<file path="src/rtl/mc_ctrl.sv">
// mc_ctrl: multi-cycle control unit for a MIPS-lite core.
// Latches the fetched word into IR, decodes it and steps the datapath through
// FETCH/DECODE/EXE/MEM/WB, driving IFU, GRF, ALU and DM controls.
//
// Build option: define MC_CTRL_INSTR_CNT_EN to add a 32-bit retired-instruction
// counter on instr_cnt; without it instr_cnt is tied to 0.
//
// Handshake note: there is no valid/ready handshake. The IFU is assumed to
// present a stable instr whenever the FSM is in S_FETCH, and br_cmp is
// assumed valid during S_EXE of a beq.
module mc_ctrl #(
    parameter bit HALT_ON_ILLEGAL = 1'b0
) (
    input  logic        clk,
    input  logic        reset,
    input  logic [31:0] instr,
    input  logic        br_cmp,
    output logic [31:0] ir,
    output logic        pc_en,
    output logic [1:0]  nPC_sel,
    output logic        reg_we,
    output logic [1:0]  reg_dst,
    output logic [1:0]  wd_sel,
    output logic        alu_src,
    output logic [2:0]  alu_op,
    output logic [1:0]  ext_op,
    output logic        mem_we,
    output logic        illegal,
    output logic [2:0]  state,
    output logic [31:0] instr_cnt
);

    typedef enum logic [2:0] {
        S_FETCH  = 3'd0,
        S_DECODE = 3'd1,
        S_EXE    = 3'd2,
        S_MEM    = 3'd3,
        S_WB     = 3'd4,
        S_HALT   = 3'd5
    } state_e;

    typedef enum logic [3:0] {
        OP_NOP, OP_ADDU, OP_SUBU, OP_ORI, OP_LUI, OP_LW, OP_SW,
        OP_BEQ, OP_J, OP_JAL, OP_JR, OP_ILL
    } op_e;

    state_e      state_q, state_d;
    logic [31:0] ir_q, ir_d;
    op_e         op;

    logic [1:0]  npc_dec;
    logic [1:0]  reg_dst_dec;
    logic [1:0]  wd_sel_dec;
    logic        alu_src_dec;
    logic [2:0]  alu_op_dec;
    logic [1:0]  ext_op_dec;

    logic        pc_en_c, reg_we_c, mem_we_c, illegal_c;
    logic [1:0]  npc_c;

    // Classify the instruction held in IR.
    always_comb begin
        op = OP_ILL;
        case (ir_q[31:26])
            6'b000000: begin
                case (ir_q[5:0])
                    6'b100001: op = OP_ADDU;
                    6'b100011: op = OP_SUBU;
                    6'b001000: op = OP_JR;
                    6'b000000: op = OP_NOP;   // sll of any form is a nop here
                    default:   op = OP_ILL;
                endcase
            end
            6'b001101: op = OP_ORI;
            6'b001111: op = OP_LUI;
            6'b100011: op = OP_LW;
            6'b101011: op = OP_SW;
            6'b000100: op = OP_BEQ;
            6'b000010: op = OP_J;
            6'b000011: op = OP_JAL;
            default:   op = OP_ILL;
        endcase
    end

    // Datapath controls decoded from IR; they hold in every state.
    always_comb begin
        npc_dec     = 2'b00;
        reg_dst_dec = 2'b00;
        wd_sel_dec  = 2'b00;
        alu_src_dec = 1'b0;
        alu_op_dec  = 3'b000;
        ext_op_dec  = 2'b00;
        case (op)
            OP_ADDU: reg_dst_dec = 2'b01;
            OP_SUBU: begin
                reg_dst_dec = 2'b01;
                alu_op_dec  = 3'b001;
            end
            OP_ORI: begin
                alu_op_dec  = 3'b010;
                alu_src_dec = 1'b1;
            end
            OP_LUI: begin
                alu_op_dec  = 3'b011;
                alu_src_dec = 1'b1;
                ext_op_dec  = 2'b10;
            end
            OP_LW: begin
                alu_src_dec = 1'b1;
                ext_op_dec  = 2'b01;
                wd_sel_dec  = 2'b01;
            end
            OP_SW: begin
                alu_src_dec = 1'b1;
                ext_op_dec  = 2'b01;
            end
            OP_BEQ: begin
                alu_op_dec = 3'b001;
                ext_op_dec = 2'b01;
                npc_dec    = 2'b01;
            end
            OP_J:  npc_dec = 2'b10;
            OP_JAL: begin
                npc_dec     = 2'b10;
                reg_dst_dec = 2'b10;
                wd_sel_dec  = 2'b10;
            end
            OP_JR:   npc_dec = 2'b11;
            default: ;
        endcase
    end

    // Next-state, IR load and per-state enables.
    always_comb begin
        state_d   = state_q;
        ir_d      = ir_q;
        pc_en_c   = 1'b0;
        reg_we_c  = 1'b0;
        mem_we_c  = 1'b0;
        illegal_c = 1'b0;
        npc_c     = npc_dec;
        case (state_q)
            S_FETCH: begin
                ir_d    = instr;
                pc_en_c = 1'b1;
                npc_c   = 2'b00;
                state_d = S_DECODE;
            end
            S_DECODE: begin
                case (op)
                    OP_ADDU, OP_SUBU, OP_ORI, OP_LUI,
                    OP_LW, OP_SW, OP_BEQ: state_d = S_EXE;
                    OP_J, OP_JR: begin
                        pc_en_c = 1'b1;
                        state_d = S_FETCH;
                    end
                    OP_JAL: state_d = S_WB;
                    OP_NOP: state_d = S_FETCH;
                    default: begin
                        illegal_c = 1'b1;
                        state_d   = HALT_ON_ILLEGAL ? S_HALT : S_FETCH;
                    end
                endcase
            end
            S_EXE: begin
                if (op == OP_BEQ) begin
                    // Not-taken leaves the PC at the +4 value written in FETCH.
                    pc_en_c = br_cmp;
                    state_d = S_FETCH;
                end else if (op == OP_LW || op == OP_SW) begin
                    state_d = S_MEM;
                end else begin
                    state_d = S_WB;
                end
            end
            S_MEM: begin
                if (op == OP_SW) begin
                    mem_we_c = 1'b1;
                    state_d  = S_FETCH;
                end else begin
                    state_d = S_WB;
                end
            end
            S_WB: begin
                reg_we_c = 1'b1;
                // jal writes $31 with PC+4 while redirecting the PC.
                if (op == OP_JAL) pc_en_c = 1'b1;
                state_d = S_FETCH;
            end
            S_HALT:  state_d = S_HALT;
            default: state_d = S_FETCH;
        endcase
    end

    // State and IR registers with synchronous reset.
    always_ff @(posedge clk) begin
        if (reset) begin
            state_q <= S_FETCH;
            ir_q    <= 32'd0;
        end else begin
            state_q <= state_d;
            ir_q    <= ir_d;
        end
    end

`ifdef MC_CTRL_INSTR_CNT_EN
    logic [31:0] cnt_q, cnt_d;
    logic        retire;

    // One count per return to FETCH from a working state; wraps naturally.
    always_comb begin
        retire = (state_d == S_FETCH) &&
                 (state_q == S_DECODE || state_q == S_EXE ||
                  state_q == S_MEM    || state_q == S_WB);
        cnt_d  = retire ? cnt_q + 32'd1 : cnt_q;
    end

    // Retired-instruction counter register.
    always_ff @(posedge clk) begin
        if (reset) cnt_q <= 32'd0;
        else       cnt_q <= cnt_d;
    end

    assign instr_cnt = cnt_q;
`else
    assign instr_cnt = 32'd0;
`endif

    // Enables are suppressed while reset is asserted so an aborted
    // instruction cannot write anything.
    assign pc_en   = pc_en_c  & ~reset;
    assign reg_we  = reg_we_c & ~reset;
    assign mem_we  = mem_we_c & ~reset;
    assign nPC_sel = npc_c;
    assign illegal = illegal_c;
    assign reg_dst = reg_dst_dec;
    assign wd_sel  = wd_sel_dec;
    assign alu_src = alu_src_dec;
    assign alu_op  = alu_op_dec;
    assign ext_op  = ext_op_dec;
    assign ir      = ir_q;
    assign state   = state_q;

endmodule
</file>
<file path="config.mk">
export PLATFORM = sky130hd
export DESIGN_NAME = mc_ctrl
export DESIGN_NICKNAME = d
export VERILOG_FILES = /design/src/rtl/mc_ctrl.sv
export SDC_FILE = /design/constraint.sdc
export NUM_CORES = 1
export LEC_CHECK = 0
export CORE_AREA = 2 2 67 69
export CTS_CLUSTER_DIAMETER = 40
export DETAILED_ROUTE_END_ITERATION = 10
export DIE_AREA = 0 0 69 71
export DONT_BUFFER_PORTS = 1
export HOLD_SLACK_MARGIN = 0.15
export SLEW_MARGIN = 20
export SYNTH_ARGS = -nofsm -noshare
export SYNTH_HDL_FRONTEND = slang
export SYNTH_SLANG_ARGS = --single-unit
</file>
<file path="constraint.sdc">
create_clock -name clk -period 3.22 [get_ports clk]
set_clock_uncertainty 0.2 [all_clocks]
set_input_delay 0.805 -clock clk [delete_from_list [all_inputs] [get_ports clk]]
set_output_delay 0.805 -clock clk [all_outputs]
set_load 0.01 [all_outputs]
</file>
==> results of run 1 <==
==> synthesized netlist by cell type, types with 2 or more instances <==
| library cell | instances |
|---|---|
| a21oi_1 | 40 |
| a31oi_1 | 2 |
| buf_2 | 5 |
| buf_4 | 33 |
| clkbuf_1 | 14 |
| dfxtp_1 | 35 |
| inv_1 | 6 |
| nand2_1 | 76 |
| nand2b_1 | 5 |
| nand3b_1 | 3 |
| nor2_1 | 12 |
| nor2b_1 | 2 |
| nor3_1 | 2 |
| nor4_1 | 5 |
| o21ai_0 | 6 |
| or3_1 | 4 |
| xor2_1 | 2 |
==> state kept, by name, indices dropped and copies added (netlist names) <==
register / cells
ir: 32
state: 3
==> stage by stage <==
stage / setup slack (ns) / area, um2 / hold WS [ns] / setup TNS, ns / power, uW
after global routing: -0.04135 / 2125 / 0.3122 / -0.07132 / 1369
final: 0.03855 / 2125 / 0.2972 / 0 / 1285
after detailed placement: 0.2141 / 1946 / 0.2903 / 0 / 936.9
after floorplan: 0.3895 / 2133 / 0.2805 / 0 / 889.2
after global placement: 0.2500 / 1946 / 0.2849 / 0 / 931.9
after CTS: 0.0008209 / 2041 / 0.2995 / 0 / 1260
==> timing repair <==
item | in CTS | in global routing
endpoints found under the setup margin | 2 | 6
setup buffers | 0 | 3
gates resized for setup | 2 | 19
pin swaps | 1 | 6
==> power breakdown <==
| part | switching [uW] | internal (uW) |
|---|---|---|
| clock network | 148 | 168 |
| logic | 239 | 158 |
| registers | 85.4 | 486 |
==> worst max-delay path by stage <==
stage | startpoint | endpoint | slack (ns) | depth (start not counted)
3_3_place_gp | ir[26]$_SDFFE_PP0P_ | nPC_sel[0] | 0.25 | 6
5_1_grt | ir[5]$_SDFFE_PP0P_ | nPC_sel[0] | -0.04 | 6
6_report | ir[1]$_SDFFE_PP0P_ | nPC_sel[0] | 0.04 | 6
4_1_cts | ir[2]$_SDFFE_PP0P_ | nPC_sel[1] | 0.0008 | 6
2_1_floorplan | ir[26]$_SDFFE_PP0P_ | nPC_sel[0] | 0.39 | 8
3_5_place_dp | ir[26]$_SDFFE_PP0P_ | nPC_sel[0] | 0.21 | 6
==> per-layer routing <==
metal	share of wire	vias up	global-route usage
met5	0	-	0
met4	0.0099	0	0.05882
met3	0.098	7	0.06125
met2	0.48	88	0.3056
met1	0.41	766	0.2182
li1	-	863	-
==> logic make-up after synthesis <==
family,Yosys count,share of synthesized area
buffers and inverters,58,0.1728
XOR/XNOR,2,0.008703
AND/OR/NAND/NOR,119,0.2722
flip-flops,35,0.3480
AO/OA/AOI/OAI,63,0.1964
other,1,0.001863
==> worst max-delay path: stages (launching register included) <==
cell and delay (ns):
dfxtp_1 0.37, or3_1 0.41, a211oi_1 0.33, o21ai_2 0.16, or2_4 0.27, nand2b_1 0.15, a21oi_2 0.20
==> cell type report <==
cell class	count	area, um2	area share
multi-input combinational	217	1145	0.5389
sequential	35	714.4	0.3363
timing repair buffer	12	90.09	0.04240
clock buffer	6	82.58	0.03887
tap	52	65.06	0.03062
inverter	6	22.52	0.01060
clock inverter	1	5.005	0.002356
==> results.py, run 1 <==
metrics = {
    "place": {
        "gp_congestion": 0.9024,
        "dp.cells": 319,
        "port_buffers": 0,
        "dp_hpwl_um": 3235,
    },
    "timing": {
        "maxSlewViolCount": 0,
        "finalCriticalPeriod_ns": 3.181,
        "max_slew_margin": 0.6035,
        "fmax_ghz": 0.3143,
        "final-setup-viol-count": 0,
        "finalCritPeriodShare": 0.9880,
        "rsz0062_at_grt": "yes",
        "worstMarginPinSlew_ns": 0.5893,
        "finalHoldViolCount": 0,
    },
    "cells_and_area": {
        "finish.net_count": 312,
        "final_cells": 329,
        "final_util": 0.5054,
        "final_common_cell": "nand2_1",
        "diodes": 0,
        "syn2layout_area_growth_pct": 5.531,
        "drive_gt1_frac": 0.1516,
        "nFillCells": 435,
        "final_cell_mix": "nand2_1 (76), a21oi_1 (38), conb_1 (33), dfxtp_1 (30)",
    },
    "cts": {
        "clockBufferDepth": 2,
        "clk_pin_slew_ns": 0.07,
        "worstSkewPairLatency_ns": 0.28,
        "ctsHoldBuffers": 0,
        "clockRootBuffer": "clkbuf_8",
        "htreeDepth": 2,
        "cts_tree": "built",
        "cts.sinks": 35,
        "cts_buffers": 5,
    },
    "routing": {
        "detail-route-antenna-nets": 0,
        "drt-total-wl_um": 4663,
        "wire_per_inst_um": 14.17,
        "drt_iter0_drc": 114,
        "avgViaCountPerCell": 5.240,
        "dr.pass1.iters": 4,
        "drc": 0,
        "via_count": 1724,
    },
    "logic_synthesis": {
        "yosys.area.top_type": "dfxtp_1",
        "synthCells": 278,
        "synth-seq-area-share": 0.3480,
        "avgSynthCellArea_um2": 7.242,
        "synth_area_um2": 2013,
        "synthArstFlopShare": 0,
        "synthTopCellsByArea": "dfxtp_1 (35%), nand2_1 (14%), buf_4 (12%), a21oi_1 (9.9%), clkbuf_1 (2.6%)",
        "synth_cell_types": 43,
        "synth-seq-cells": 35,
        "synth_edf_count": 0,
        "ys_warn_count": 0,
        "synth_top_area_frac": 0.3480,
        "synth_ff_type": "dfxtp_1",
    },
    "grt": {
        "grtUsageTotal": 0.1812,
        "grt_pass1_vias": 1601,
        "overflow": 0,
        "grt_pass1_wl_um": 7293,
        "antenna_found_initial": 0,
        "grt_max_degree": 40,
    },
    "critical_path": {
        "worst-setup-path-type": "reg -> out",
        "rrSetupSlack_ns": 1.08,
        "cp-end-kind": "output port",
        "worst-path-max-fanout": 7,
        "r2r_cells": 7,
        "cp-start-kind": "flip-flop",
        "cp.required_ns": 2.21,
        "r2r_end": "state[1]$_SDFF_PP0_",
        "arrival_ns": 2.18,
        "r2r-start": "ir[27]$_SDFFE_PP0P_",
    },
    "floorplanning": {
        "fp.dieW_um": 69,
        "start_util": 0.4789,
        "core_um2": 4204,
        "io_pins": 118,
        "die_h_um": 71,
        "num_rows": 24,
        "dieArea_um2": 4899,
    },
    "min_path": {
        "holdPathEnd": "ir[18]$_SDFFE_PP0P_",
        "hp-start": "ir[18]$_SDFFE_PP0P_",
        "hold_depth": 2,
        "hold_class": "reg -> reg",
    },
    "run_status": {
        "status": "finished clean",
    },
    "run": {
        "maxCapViolations": 0,
    },
    "power": {
        "ir_drop_v": 0.0002649,
        "p_per_area_nw_per_um2": 604.7,
        "power.leakage_uw": 0.0008711,
    },
}
Power figures use the tool's default switching activity.
==> run 2: changes to the inputs <==
--- a/config.mk
+++ b/config.mk
@@ -11,6 +11,7 @@
 export DIE_AREA = 0 0 69 71
 export DONT_BUFFER_PORTS = 1
 export HOLD_SLACK_MARGIN = 0.15
+export SKIP_LAST_GASP = 1
 export SLEW_MARGIN = 20
 export SYNTH_ARGS = -nofsm -noshare
 export SYNTH_HDL_FRONTEND = slang
==> run 2 against run 1 <==
Routed wire length shrank 0.54%. Non-clock buffer count is the same. Utilization is essentially flat. Critical endpoint unchanged.
==> results.py, run 2 (same netlist as run 1, synthesis figures left out) <==
metrics = {
    "run_status": {
        "status": "finished clean",
    },
    "floorplanning": {
        "start_util": 0.4789,
        "fp.dieW_um": 69,
        "num_rows": 24,
        "die_h_um": 71,
        "io_pins": 118,
        "dieArea_um2": 4899,
        "core_um2": 4204,
    },
    "critical_path": {
        "path_delay_family": "simple AND/OR/NAND/NOR gates",
        "worstPathCellList": "or3_1 -> a211oi_1 -> o21ai_2 -> or2_4 -> nand2b_1 -> a21oi_2",
        "worst-path-max-fanout": 7,
        "worst-setup-path-type": "reg -> out",
        "crit_slowest_cell": "or3_1",
        "cp.required_ns": 2.21,
        "arrival_ns": 2.19,
        "cp-end-kind": "output port",
        "cp-start-kind": "flip-flop",
        "slowest_delay_ns": 0.41,
        "critPathBufInv": 0,
    },
    "run": {
        "maxCapViolations": 0,
    },
    "timing": {
        "max_slew_margin": 0.6119,
        "fin_setup_tns_ns": 0,
        "finalCriticalPeriod_ns": 3.191,
        "finalHoldViolCount": 0,
        "worstMarginPinSlew_ns": 0.5768,
        "finalCritPeriodShare": 0.9909,
        "maxSlewViolCount": 0,
        "fmax_ghz": 0.3134,
        "rsz0062_at_grt": "yes",
        "final-setup-viol-count": 0,
    },
    "cts": {
        "clockBufferDepth": 2,
        "cts.sinks": 35,
        "cts_tree": "built",
        "htreeDepth": 2,
        "worstSkewPairLatency_ns": 0.28,
        "clockRootBuffer": "clkbuf_8",
        "cts_buffers": 5,
        "clk_pin_slew_ns": 0.07,
    },
    "power": {
        "p_sw_frac": 0.3665,
        "seq_power_share": 0.446,
        "comb_power_share": 0.308,
        "switching_power_uw": 469.7,
        "p_clk_frac": 0.246,
        "ir_drop_v": 0.0002649,
        "p_per_area_nw_per_um2": 603.6,
        "p_int_uw": 812.0,
        "power.leakage_uw": 0.0008702,
        "fin_total_pwr_uw": 1282,
    },
    "cells_and_area": {
        "diodes": 0,
        "syn2layout_area_growth_pct": 5.469,
        "finish.net_count": 312,
        "largest_register_ff_count": 32,
        "nFillCells": 433,
        "stdcell_area_um2": 2123,
        "final_common_cell": "nand2_1",
        "final_cell_mix": "nand2_1 (76), a21oi_1 (38), conb_1 (33), dfxtp_1 (30)",
        "final_cells": 329,
        "drive_gt1_frac": 0.1480,
    },
    "routing": {
        "wire_per_inst_um": 14.10,
        "drt-total-wl_um": 4638,
        "avgViaCountPerCell": 5.249,
        "drt_iter0_drc": 138,
        "via_count": 1727,
        "detail-route-antenna-nets": 0,
        "drc": 0,
        "dr.pass1.iters": 4,
    },
    "place": {
        "dp_hpwl_um": 3235,
        "port_buffers": 0,
        "dp.cells": 319,
        "placed_area_um2": 1946,
        "gp_congestion": 0.9024,
    },
    "grt": {
        "grt_pass1_vias": 1601,
        "overflow": 0,
        "grtUsageTotal": 0.1812,
        "antenna_found_initial": 0,
        "grt_pass1_wl_um": 7293,
        "grt_max_degree": 40,
    },
    "min_path": {
        "hold_class": "reg -> reg",
    },
}
==> run 2: cell counts in the layout (fill, tap and decap cells not counted) <==
No cell type changed its count.
==> run 2: path summary, 6_finish.rpt <==
path,from,endpoint,slack (ns),depth (start not counted)
worst max register to register,ir[27]$_SDFFE_PP0P_,state[1]$_SDFF_PP0_,1.09,7
worst min register to register,ir[18]$_SDFFE_PP0P_,ir[18]$_SDFFE_PP0P_,0.30,2
worst min-delay path,ir[18]$_SDFFE_PP0P_,ir[18]$_SDFFE_PP0P_,0.30,2
worst max-delay path,ir[1]$_SDFFE_PP0P_,nPC_sel[0],0.03,6
==> run 2: repair_timing <==
item	in CTS	in global routing
setup endpoints to repair	2	6
hold buffers	0	0
resized for setup	2	18
pin swaps	1	6
setup buffers	0	3
==> run 2: power groups by stage <==
stage | Clock (uW) | Combinational (uW) | Sequential [uW]
4_1_cts | 330 | 363 | 568
5_1_grt | 342 | 444 | 581
2_1_floorplan | 0 | 340 | 550
3_5_place_dp | 0 | 361 | 576
3_3_place_gp | 0 | 356 | 576
6_report | 315 | 395 | 572
==> run 2: cell type report <==
class                      instances  area (um2)  share of cell area
multi-input combinational        217        1144              0.5386
inverter                           6       22.52             0.01061
clock inverter                     1       5.005            0.002357
tap                               52       65.06             0.03064
clock buffer                       6       82.58             0.03889
sequential                        35       714.4              0.3365
timing repair buffer              12       90.09             0.04243
==> run 2: worst register-to-register path: cells and delay by family, from the launching register on <==
kind,cells,cell delay [ns]
AOI/OAI and AO/OA,4,0.62
buffers and inverters,1,0.18
DFF,1,0.45
and+or+nand+nor,2,0.59
==> run 2: stage by stage <==
step	setup WS (ns)	hold slack (ns)	util
3_3_place_gp	0.2500	0.2849	0.4628
6_report	0.02932	0.2958	0.5051
3_5_place_dp	0.2141	0.2903	0.4628
4_1_cts	0.0008209	0.2995	0.4854
2_1_floorplan	0.3895	0.2805	-
5_1_grt	-0.04785	0.3122	0.5051
==> run 2: per-layer routing <==
metal / GRT usage / vias up / part of all wire
met5: 0 / - / 0
met4: 0.05882 / 0 / 0.013
met3: 0.06125 / 7 / 0.097
met2: 0.3056 / 91 / 0.49
met1: 0.2182 / 767 / 0.40
li1: - / 862 / -
